--- src/rtl/sc_dmem_pkg.sv ---
// Shared types and constants for the data-memory/IO bus: FSM state, IO word offsets
// and the active-low seven-segment table.
package sc_dmem_pkg;

    typedef enum logic {
        ST_IDLE = 1'b0,
        ST_RESP = 1'b1
    } state_t;

    localparam logic [4:0] IO_SW    = 5'd0;
    localparam logic [4:0] IO_LED   = 5'd1;
    localparam logic [4:0] IO_HEX0  = 5'd2;
    localparam logic [4:0] IO_TIMER = 5'd8;

    // Segments ordered gfedcba, active-low; digit F in the top slice, digit 0 in the bottom.
    localparam logic [16*7-1:0] SEG7_LUT = {
        7'b0001110, 7'b0000110, 7'b0100001, 7'b1000110,
        7'b0000011, 7'b0001000, 7'b0010000, 7'b0000000,
        7'b1111000, 7'b0000010, 7'b0010010, 7'b0011001,
        7'b0110000, 7'b0100100, 7'b1111001, 7'b1000000
    };

    function automatic logic [6:0] seg7_lookup(input logic [3:0] value);
        return SEG7_LUT[7*value +: 7];
    endfunction

endpackage

--- src/rtl/sc_hex7seg_dec.sv ---
// Combinational 4-bit hex value to active-low seven-segment pattern.
module sc_hex7seg_dec
    import sc_dmem_pkg::*;
(
    input  logic [3:0] value,
    output logic [6:0] seg
);

    always_comb begin
        seg = seg7_lookup(value);
    end

endmodule

--- src/rtl/sc_datamem_bus.sv ---
// Data-memory/IO subsystem: word RAM plus memory-mapped switches, LEDs and hex digits.
// Optional free-running cycle counter at IO word 8 when SC_DMEM_TIMER_EN is defined.
module sc_datamem_bus
    import sc_dmem_pkg::*;
#(
    parameter int RAM_AW     = 5,
    parameter int IO_SEL_BIT = 7,
    parameter int NUM_SW     = 10,
    parameter int NUM_LED    = 10,
    parameter int NUM_HEX    = 6
) (
    input  logic                 clock,
    input  logic                 reset,
    input  logic                 req,
    input  logic                 we,
    input  logic [3:0]           be,
    input  logic [31:0]          addr,
    input  logic [31:0]          datain,
    output logic                 ready,
    output logic [31:0]          dataout,
    input  logic [NUM_SW-1:0]    io_in_sw,
    output logic [NUM_LED-1:0]   io_out_led,
    output logic [7*NUM_HEX-1:0] io_out_hex,
    output logic                 dbg_state
);

    localparam int RAM_DEPTH = 1 << RAM_AW;

    // Handshake: the master raises req with we/be/addr/datain stable and holds them until
    // ready. The request is taken on the first rising edge seen in IDLE; ready then pulses
    // for exactly one cycle and dataout is meaningful only while ready is high.

    state_t              state;
    state_t              state_next;
    logic                accept;
    logic                io_sel;
    logic                io_wr;
    logic [RAM_AW-1:0]   ram_word;
    logic [4:0]          io_word;
    logic [31:0]         io_rdata;
    logic [31:0]         ram [RAM_DEPTH];
    logic [NUM_SW-1:0]   sw_meta;
    logic [NUM_SW-1:0]   sw_sync;
    logic [NUM_LED-1:0]  led_q;
    logic [4*NUM_HEX-1:0] hex_q;
    logic                unused_addr_bits;

    assign accept   = (state == ST_IDLE) && req && !reset;
    assign io_sel   = addr[IO_SEL_BIT];
    assign ram_word = addr[RAM_AW+1:2];
    assign io_word  = addr[6:2];
    assign io_wr    = accept && we && io_sel && be[0];

    assign unused_addr_bits = ^{addr[31:IO_SEL_BIT+1], addr[1:0]};

    always_ff @(posedge clock) begin
        if (reset) begin
            state <= ST_IDLE;
        end else begin
            state <= state_next;
        end
    end

    always_comb begin
        state_next = state;
        case (state)
            ST_IDLE: if (req) state_next = ST_RESP;
            ST_RESP: state_next = ST_IDLE;
            default: state_next = ST_IDLE;
        endcase
    end

    always_comb begin
        ready     = (state == ST_RESP);
        dbg_state = (state == ST_RESP);
    end

    // Two-flop synchroniser for the raw board switches.
    always_ff @(posedge clock) begin
        if (reset) begin
            sw_meta <= '0;
            sw_sync <= '0;
        end else begin
            sw_meta <= io_in_sw;
            sw_sync <= sw_meta;
        end
    end

    always_ff @(posedge clock) begin
        if (reset) begin
            led_q <= '0;
            hex_q <= '0;
        end else begin
            if (io_wr && io_word == IO_LED) begin
                led_q <= datain[NUM_LED-1:0];
            end
            for (int i = 0; i < NUM_HEX; i++) begin
                if (io_wr && io_word == IO_HEX0 + 5'(i)) begin
                    hex_q[4*i +: 4] <= datain[3:0];
                end
            end
        end
    end

`ifdef SC_DMEM_TIMER_EN
    logic [31:0] timer_q;

    always_ff @(posedge clock) begin
        if (reset) begin
            timer_q <= '0;
        end else if (io_wr && io_word == IO_TIMER) begin
            timer_q <= datain;
        end else begin
            timer_q <= timer_q + 32'd1;
        end
    end
`endif

    always_comb begin
        io_rdata = '0;
        if (io_word == IO_SW) begin
            io_rdata[NUM_SW-1:0] = sw_sync;
        end
        if (io_word == IO_LED) begin
            io_rdata[NUM_LED-1:0] = led_q;
        end
        for (int i = 0; i < NUM_HEX; i++) begin
            if (io_word == IO_HEX0 + 5'(i)) begin
                io_rdata[3:0] = hex_q[4*i +: 4];
            end
        end
`ifdef SC_DMEM_TIMER_EN
        if (io_word == IO_TIMER) begin
            io_rdata = timer_q;
        end
`endif
    end

    // RAM contents survive reset; only accepted writes touch the array.
    always_ff @(posedge clock) begin
        if (accept && we && !io_sel) begin
            for (int b = 0; b < 4; b++) begin
                if (be[b]) begin
                    ram[ram_word][8*b +: 8] <= datain[8*b +: 8];
                end
            end
        end
    end

    always_ff @(posedge clock) begin
        if (reset) begin
            dataout <= '0;
        end else if (accept && !we) begin
            dataout <= io_sel ? io_rdata : ram[ram_word];
        end
    end

    assign io_out_led = led_q;

    for (genvar g = 0; g < NUM_HEX; g++) begin : g_hex
        sc_hex7seg_dec u_dec (
            .value (hex_q[4*g +: 4]),
            .seg   (io_out_hex[7*g +: 7])
        );
    end

endmodule

--- config.mk ---
export PLATFORM = sky130hd
export DESIGN_NAME = sc_datamem_bus
export DESIGN_NICKNAME = d
export VERILOG_FILES = /design/src/rtl/sc_dmem_pkg.sv /design/src/rtl/sc_hex7seg_dec.sv /design/src/rtl/sc_datamem_bus.sv
export SDC_FILE = /design/constraint.sdc
export NUM_CORES = 1
export LEC_CHECK = 0
export CORE_UTILIZATION = 30
export CTS_CLUSTER_SIZE = 12
export DETAILED_ROUTE_END_ITERATION = 10
export PLACE_DENSITY = 0.46
export SETUP_SLACK_MARGIN = 0.2
export SYNTH_ARGS = -nofsm -noshare
export SYNTH_HDL_FRONTEND = slang
export SYNTH_SLANG_ARGS = --single-unit
--- constraint.sdc ---
create_clock -name clock -period 2.38 [get_ports clock]
set_input_delay 0.238 -clock clock [delete_from_list [all_inputs] [get_ports clock]]
set_output_delay 0.238 -clock clock [all_outputs]
set_load 0.02 [all_outputs]
# Word-level counts from Yosys, hierarchy flattened
# Memories as Yosys holds them, arrays and structs flattened.
# Index checks and enable logic that the tools add are counted.
# op_classes
n_mul	6
n_eq_ne	7
shift	6
muxes	23
n_bitwise	1
reduce_logical	18
# op_table
operator	count
$shiftx A112 B8 Y7 const A	6
$mul A3 B4 Y7 const A	6
$mux W32	1
$mux W4	6
$eq A5 B3 Y1 const B	4
$mux W10	2
$logic_and A1 B1 Y1	14
$mux W1	13
$eq A5 B2 Y1 const B	2
$eq A5 B1 Y1 const B	1
$logic_not A5 Y1	1
$logic_not A1 Y1	3
$pmux W1 S2	1
$not A1 Y1	1
# word_totals
register_bits	87
mem_bits_rw	1024
input_bits	82
wordCells	73
memories	1
# memory_table
name	words	word_bits	rd	rd_clocked_by_memory_dff	wr	line_no	text
ram	32	32	1	0	1	sc_datamem_bus.sv:41	logic [31:0] ram [RAM_DEPTH];

# Depth between registers and ports, before layout
# Gate-level depths: netlist (run 1).
# depth
word_depth	10
depth_mapped	11
mapped_depth_nobuf	6

# Modules after synthesis
# Synthesis (run 1) repeated with hierarchy kept, for this count alone.
# unflattened
cells_unflattened	2340
area_unflattened_um2	44516.4
# by_module_without_submodules
module	instances	cells_each	area_each_um2
sc_datamem_bus	1	2142	42872.4
sc_hex7seg_dec	6	33	274.0

# Worst setup path before layout (run 1)
# No wires, ideal clock.
# synth_timing
path_kind	input to register
start	in addr[4]
end	mem ram[27][0], enable pin
arrival_ns	1.862
path_slack_ns	0.148
cell_stages	7
path_buffers	4
path_cell_list	buf_4 buf_2 buf_2 buf_2 nor3b_1 nand2_1 nor2_1
# synth_rtl
item	line_no	text
start: declaration	sc_datamem_bus.sv:17	input logic [31:0] addr,
end: declaration	sc_datamem_bus.sv:41	
# No word-level cell before the write port.

# Final worst setup path (run 1)
# layout_timing
start	reg hex_q[21]
end	out io_out_hex[35]
# layout_between
elab_chain_cells	2
# layout_rtl
item	line_no	text
start: declaration	sc_datamem_bus.sv:45	logic [4*NUM_HEX-1:0] hex_q;
start signal: indexed assignment	sc_datamem_bus.sv:99	hex_q[4*i +: 4] <= datain[3:0];
$mul A3 B4 Y7	sc_dmem_pkg.sv:24	return SEG7_LUT[7*value +: 7];
$shiftx A112 B8 Y7	sc_dmem_pkg.sv:24	
end: declaration	sc_datamem_bus.sv:23	output logic [7*NUM_HEX-1:0] io_out_hex,
# Every way passes these cells.

==> metrics, run 1 <==
Via Count=between 20000 and 25000; Routed Antenna Nets=0; initial antenna violation count=6; GP Congestion=0.815; RSZ-0062 raised after global routing=yes; CP max FO=5; post-layout utilization of the core=37.7%; CTS Sinks=between 1000 and 1500; vias in the first global route=25100; TritonCTS clock tree=yes; Cell Count, Final, Fillers Out=between 4000 and 5000; met2 WL=59800 um; Row Count=140; hpwl dp=84500 um; Setup CP Type=reg -> out; ys flop type=edfxtp_1; Core Box Area=around 150000 sq um; Synth async-reset ratio=0%; maximum clock rate=roughly 460 MHz; final hold vios=0; Area contributors post-synth=edfxtp_1, mux4_2, dfxtp_1; Synth top cells by count=edfxtp_1, mux4_2, nor2_1, nand2_1, dfxtp_1; Die X=387 um; vias per cell=around 5; Skew-Pair Late Insertion Delay=730 ps; worst-margin pin slew=1030 ps; worst r2r src=ram[19][23]$_DFFE_PP_; Die ar.=around 150000 sq um; footprint of the multi-input gates=roughly 12000 sq um; EDFF count, synth=about 1000; clk slew on worst S/H paths=~60 ps; initial DRC count=~2100; CP Launch Type=register; mapped cell area=between 40000 and 50000 sq um; Pleak=between 0.015 and 0.02 uW; Routed Wire Length=between 100000 and 150000 um; remaining global-route overflow=0; synthesized area per cell=between 15 and 20 sq um; ANT cells=0; Area growth syn-to-layout=24.1%; I/O Buffers=roughly 140; status=finished, final reports clean; metal3 WL=~6900 um; filler cell count=13400; Final min period=~2200 ps; sequential area share after synthesis=approximately three quarters; Yosys top cell area share=69.2%; die span in y=387 um; Critical Path AT=between 1500 and 2000 ps; Clock H-tree levels=3; worst vdd ir=644 uV; Mapped Cells=2355; Tcrit/Tclk final=91.8%; largest net degree at the start of global routing=45; Max Root-Sink Buffers=3; Initial Util=30.4%; # setup viols final=0; crit path from=hex_q[21]$_SDFFE_PP0P_; Top Layer Used=met5; TritonCTS buffer count=115; yosys warns=0; WL/cell=about 26 um; Pre-Repair DR Iteration Count=5; io pins=around 170; M1 wire length=56800 um; layout cells sized above 1=32.5%; placed cells=~4600; most frequent cell after synthesis=edfxtp_1; Final Skew=~38 ps; Tightest Hold Check Type=in -> reg; P per Cell Area=between 700 and 800 nW/um^2; Critical Path RT=2140 ps; clock root buffer=clkbuf_16; Syn Nets=approximately 2500; Final Slew Violations=0; Layout Nets=between 2000 and 3000; max cap viols=0; Synth cell types=56; crit path capture type=primary output; Total GRT Usage=between 10% and 20%; Max transition margin=between 30% and 40%; Seq. cell area=between 30000 and 40000 sq um; area leader, netlist=edfxtp_1; hold_sp=io_in_sw[6]; # DRC=0; first-pass GRT wire length=between 150000 and 200000 um; #FFs+latches synth=about 1100
[layer usage]
metal	vias up	GRT usage, %
met5	-	0
met4	2	4.45
met3	149	2.97
met2	689	26.8
met1	12800	23.0
li1	10600	-
[sequential cells by signal, summed over array words and instances (netlist names)]
signal and count:
dataout 32, dbg_state 1, hex_q 24, io_out_led 10
ram 1024, sw_meta 10, sw_sync 10
[kinds of logic (layout without fill, tap and decap cells)]
logic type                 count (synthesis)  after routing  share of synthesized area, %
muxes                                    335            335                          15.8
adders and majority gates                 36             36                          1.01
AOI/OAI and AO/OA                        293            293                          3.94
buffers and inverters                    154            770                          1.94
DFF                                     1111           1111                          73.1
and+or+nand+nor                          426            426                          4.18
[cell type report]
cell class | count | share of cell area, %
Tap cell | 1917 | 4.35
Inverter | 16 | 0.186
Timing Repair Buffer | 542 | 8.96
Clock inverter | 50 | 0.767
Sequential cell | 1111 | 59.1
Multi-Input combinational cell | 1090 | 21.1
Clock buffer | 162 | 5.61
[worst max-delay path, cell delays in order (launching register included)]
cell     delay, ps
dfxtp_4        380
inv_8           50
ha_4           170
or2_4          240
a21oi_2        140
a21oi_1         60
buf_4          180
[where the power goes]
group,internal (uW),switching [uW],total [uW],leakage [uW]
logic,914,1270,2190,0.00645
registers,21300,34.3,21400,0.00993
clock network,9390,7460,16900,0.00170
total,31600,8770,40400,0.0181
[path summary, 6_finish.rpt]
| check | cells past startpoint | end | slack [ps] |
|---|---|---|---|
| worst max register to register | 7 | dataout[23]$_SDFFE_PP0P_ | 290 |
| worst min-delay path | 2 | sw_meta[6]$_SDFF_PP0_ | 60 |
| worst max-delay path | 6 | io_out_hex[35] | 200 |
| worst min register to register | 1 | sw_sync[2]$_SDFF_PP0_ | 440 |
[cells in the final DEF, fill, tap and decap left out, drive strengths merged, types with 19 or more instances in the layout]
cell / instances
a211oi: 23
a21oi: 75
buf: 445
clkbuf: 162
clkdlybuf4s50: 90
clkinv: 42
dfxtp: 87
edfxtp: 1024
ha: 36
inv: 19
mux2i: 46
mux4: 279
nand2: 149
nor2: 175
nor2b: 35
o21ai: 106
o22ai: 29
[repair_timing]
item | 4_1_cts | 5_1_grt
hold buffers | 4 | 0
cloned | 0 | 0
pin swaps | 13 | 16
setup buffers | 23 | 3
resized for setup | 343 | 84
hold endpoints to repair | 17 | 0
setup endpoints to repair | 46 | 231
[metrics by stage]
step                setup WS, ps  area (sq um)  setup TNS, ps  power (uW)  hold WS [ps]
floorplan                    148         44500              0       22800           337
global placement            -398         50900         -56200       24000           427
detailed placement          -359         50900         -23890       24000           426
CTS                         94.1         54900              0       40900         0.741
global route                 117         55100              0       41700          33.3
finish                       196         55100              0       40400          60.3
No activity file was read; power rests on OpenSTA's default activity.
==> inputs of run 2 (changes only) <==
Settings changed: MAX_ROUTING_LAYER set to met4.
==> metrics, run 2 (synthesis gave the netlist of run 1 again) <==
status=finished, final reports clean; crit path capture type=primary output; Setup WS pre-CTS=-359 ps; P per Cell Area=733 nW/um^2; Total GRT Usage=between 15 and 20%; commonest non-fill, non-tap cell in the layout=edfxtp_1; Row Count=140; vias per cell=about 5; worst-case reg-to-reg path depth=7; Clock H-tree levels=3; Via Count=roughly 24000; maximum single-stage delay on the critical path=410 ps; hold path depth=2; Pleak=0.0181 uW; slowest CP cell=dfxtp_4; final hold vios=0; Initial Util=between 30% and 40%; Die X=387 um; TritonCTS clock tree=yes; CTS Sinks=between 1000 and 1500; Pre-Repair DR Iteration Count=5; Top Registers=ram x1024, dataout x32, hex_q x24; WHS Endpoint=sw_meta[6]$_SDFF_PP0_; Critical Path AT=between 1500 and 2000 ps; initial DRC count=2223; RSZ-0062 raised after global routing=yes; Seq. cell area=32600 sq um; max cap viols=0; # DRC=0; R2R Path End=dataout[23]$_SDFFE_PP0P_; # setup viols final=0; Final min period=between 2000 and 2500 ps; layout cells sized above 1=32.5%; clock root buffer=clkbuf_16; filler cell count=~13000; worst-margin pin slew=1040 ps; Tcrit/Tclk final=around 91%; Skew-Pair Late Insertion Delay=730 ps; CP max FO=5; vias in the first global route=~25000; Setup CP Type=reg -> out; critical path cell sequence=buf_6 > ha_4 > nand2_2 > o21ai_1 > nor2_1 > a21oi_1 > buf_4; clk slew on worst S/H paths=around 60 ps; Routed Antenna Nets=0; worst r2r src=ram[19][23]$_DFFE_PP_; post-layout utilization of the core=37.7%; worst vdd ir=roughly 640 uV; I/O Buffers=~140; Critical Path RT=around 2100 ps; GP Congestion=between 0.8 and 0.9; first-pass GRT wire length=~180000 um; Final Slew Violations=0; Area growth syn-to-layout=24.1%; reg-to-reg slack, setup=around 290 ps; CP Launch Type=register; Routed Wire Length=126000 um; Max transition margin=a little under a third; Core Box Area=roughly 150000 sq um; largest register by flop count=ram; hpwl dp=84500 um; Layout Nets=about 3000; die span in y=just under 400 um; maximum clock rate=460 MHz; Tightest Hold Check Type=in -> reg; WL/cell=25.8 um; Die ar.=approximately 150000 sq um; largest net degree at the start of global routing=between 40 and 50; TritonCTS buffer count=between 100 and 150; crit path from=hex_q[20]$_SDFFE_PP0P_; most frequent cells in the layout=edfxtp_1, buf_4, mux4_2; max reg flops=around 1000; initial antenna violation count=6; remaining global-route overflow=0; Max Root-Sink Buffers=3; io pins=about 170; footprint of the multi-input gates=approximately 12000 sq um; hold_sp=io_in_sw[6]; Final Skew=~37 ps; post-route setup slack=slightly above 200 ps
## run 2: changes by cell type in the layout (fill, tap and decap cells not counted), sizes merged
cell   before  now
diode       0    3
## run 2: worst max-delay path by stage
| stage | end | cells past startpoint | slack [ps] |
|---|---|---|---|
| 2_1_floorplan | ram[27][0]$_DFFE_PP_ | 7 | 150 |
| 3_3_place_gp | dataout[13]$_SDFFE_PP0P_ | 8 | -400 |
| 3_5_place_dp | dataout[13]$_SDFFE_PP0P_ | 8 | -360 |
| 4_1_cts | io_out_hex[38] | 6 | 90 |
| 5_1_grt | io_out_hex[10] | 6 | 120 |
| 6_report | io_out_hex[40] | 7 | 210 |
## run 2: timing repair
action	in CTS	in global routing
setup endpoints to repair	46	237
pin swaps	13	15
hold buffers	4	0
resized for setup	343	79
buffers inserted	23	3
hold endpoints to repair	17	0
## run 2: layout make-up
type / count / share of cell area, %
timing repair buffer: 542 / 8.97
antenna: 3 / 0.0136
clock buffer: 162 / 5.61
tap: 1917 / 4.35
sequential: 1111 / 59.1
clock inverter: 50 / 0.767
multi-input combinational: 1090 / 21.0
inverter: 16 / 0.177
## run 2: power by group
| group | switching, uW | internal (uW) |
|---|---|---|
| registers | 34.5 | 21300 |
| logic | 1270 | 914 |
| clock network | 7460 | 9390 |
## run 2: layer usage
metal	global-route usage [%]	part of all wire, %
met2	26.7	48
met1	23.1	45
met3	2.94	5.6
met4	4.35	1.8
met5	-	0
## run 2: worst max-delay path: cells and delay by family, from the launching register on
family	cells	cell delay [ps]
buffers and inverters	2	300
AO/OA/AOI/OAI	2	250
flip-flops	1	410
AND/OR/NAND/NOR	2	120
adder cells (fa/ha/maj)	1	120
## run 2: stage by stage
step,instance area [sq um],power (uW),std cells,hold slack (ps),TNS [ps]
6_report,55100,40400,4891,60.6,0
5_1_grt,55100,41700,4889,33.2,0
4_1_cts,54900,40900,4885,0.741,0
3_5_place_dp,50900,24000,4646,426,-23890
3_3_place_gp,50900,24000,4646,427,-56200
2_1_floorplan,44500,22800,2355,337,0
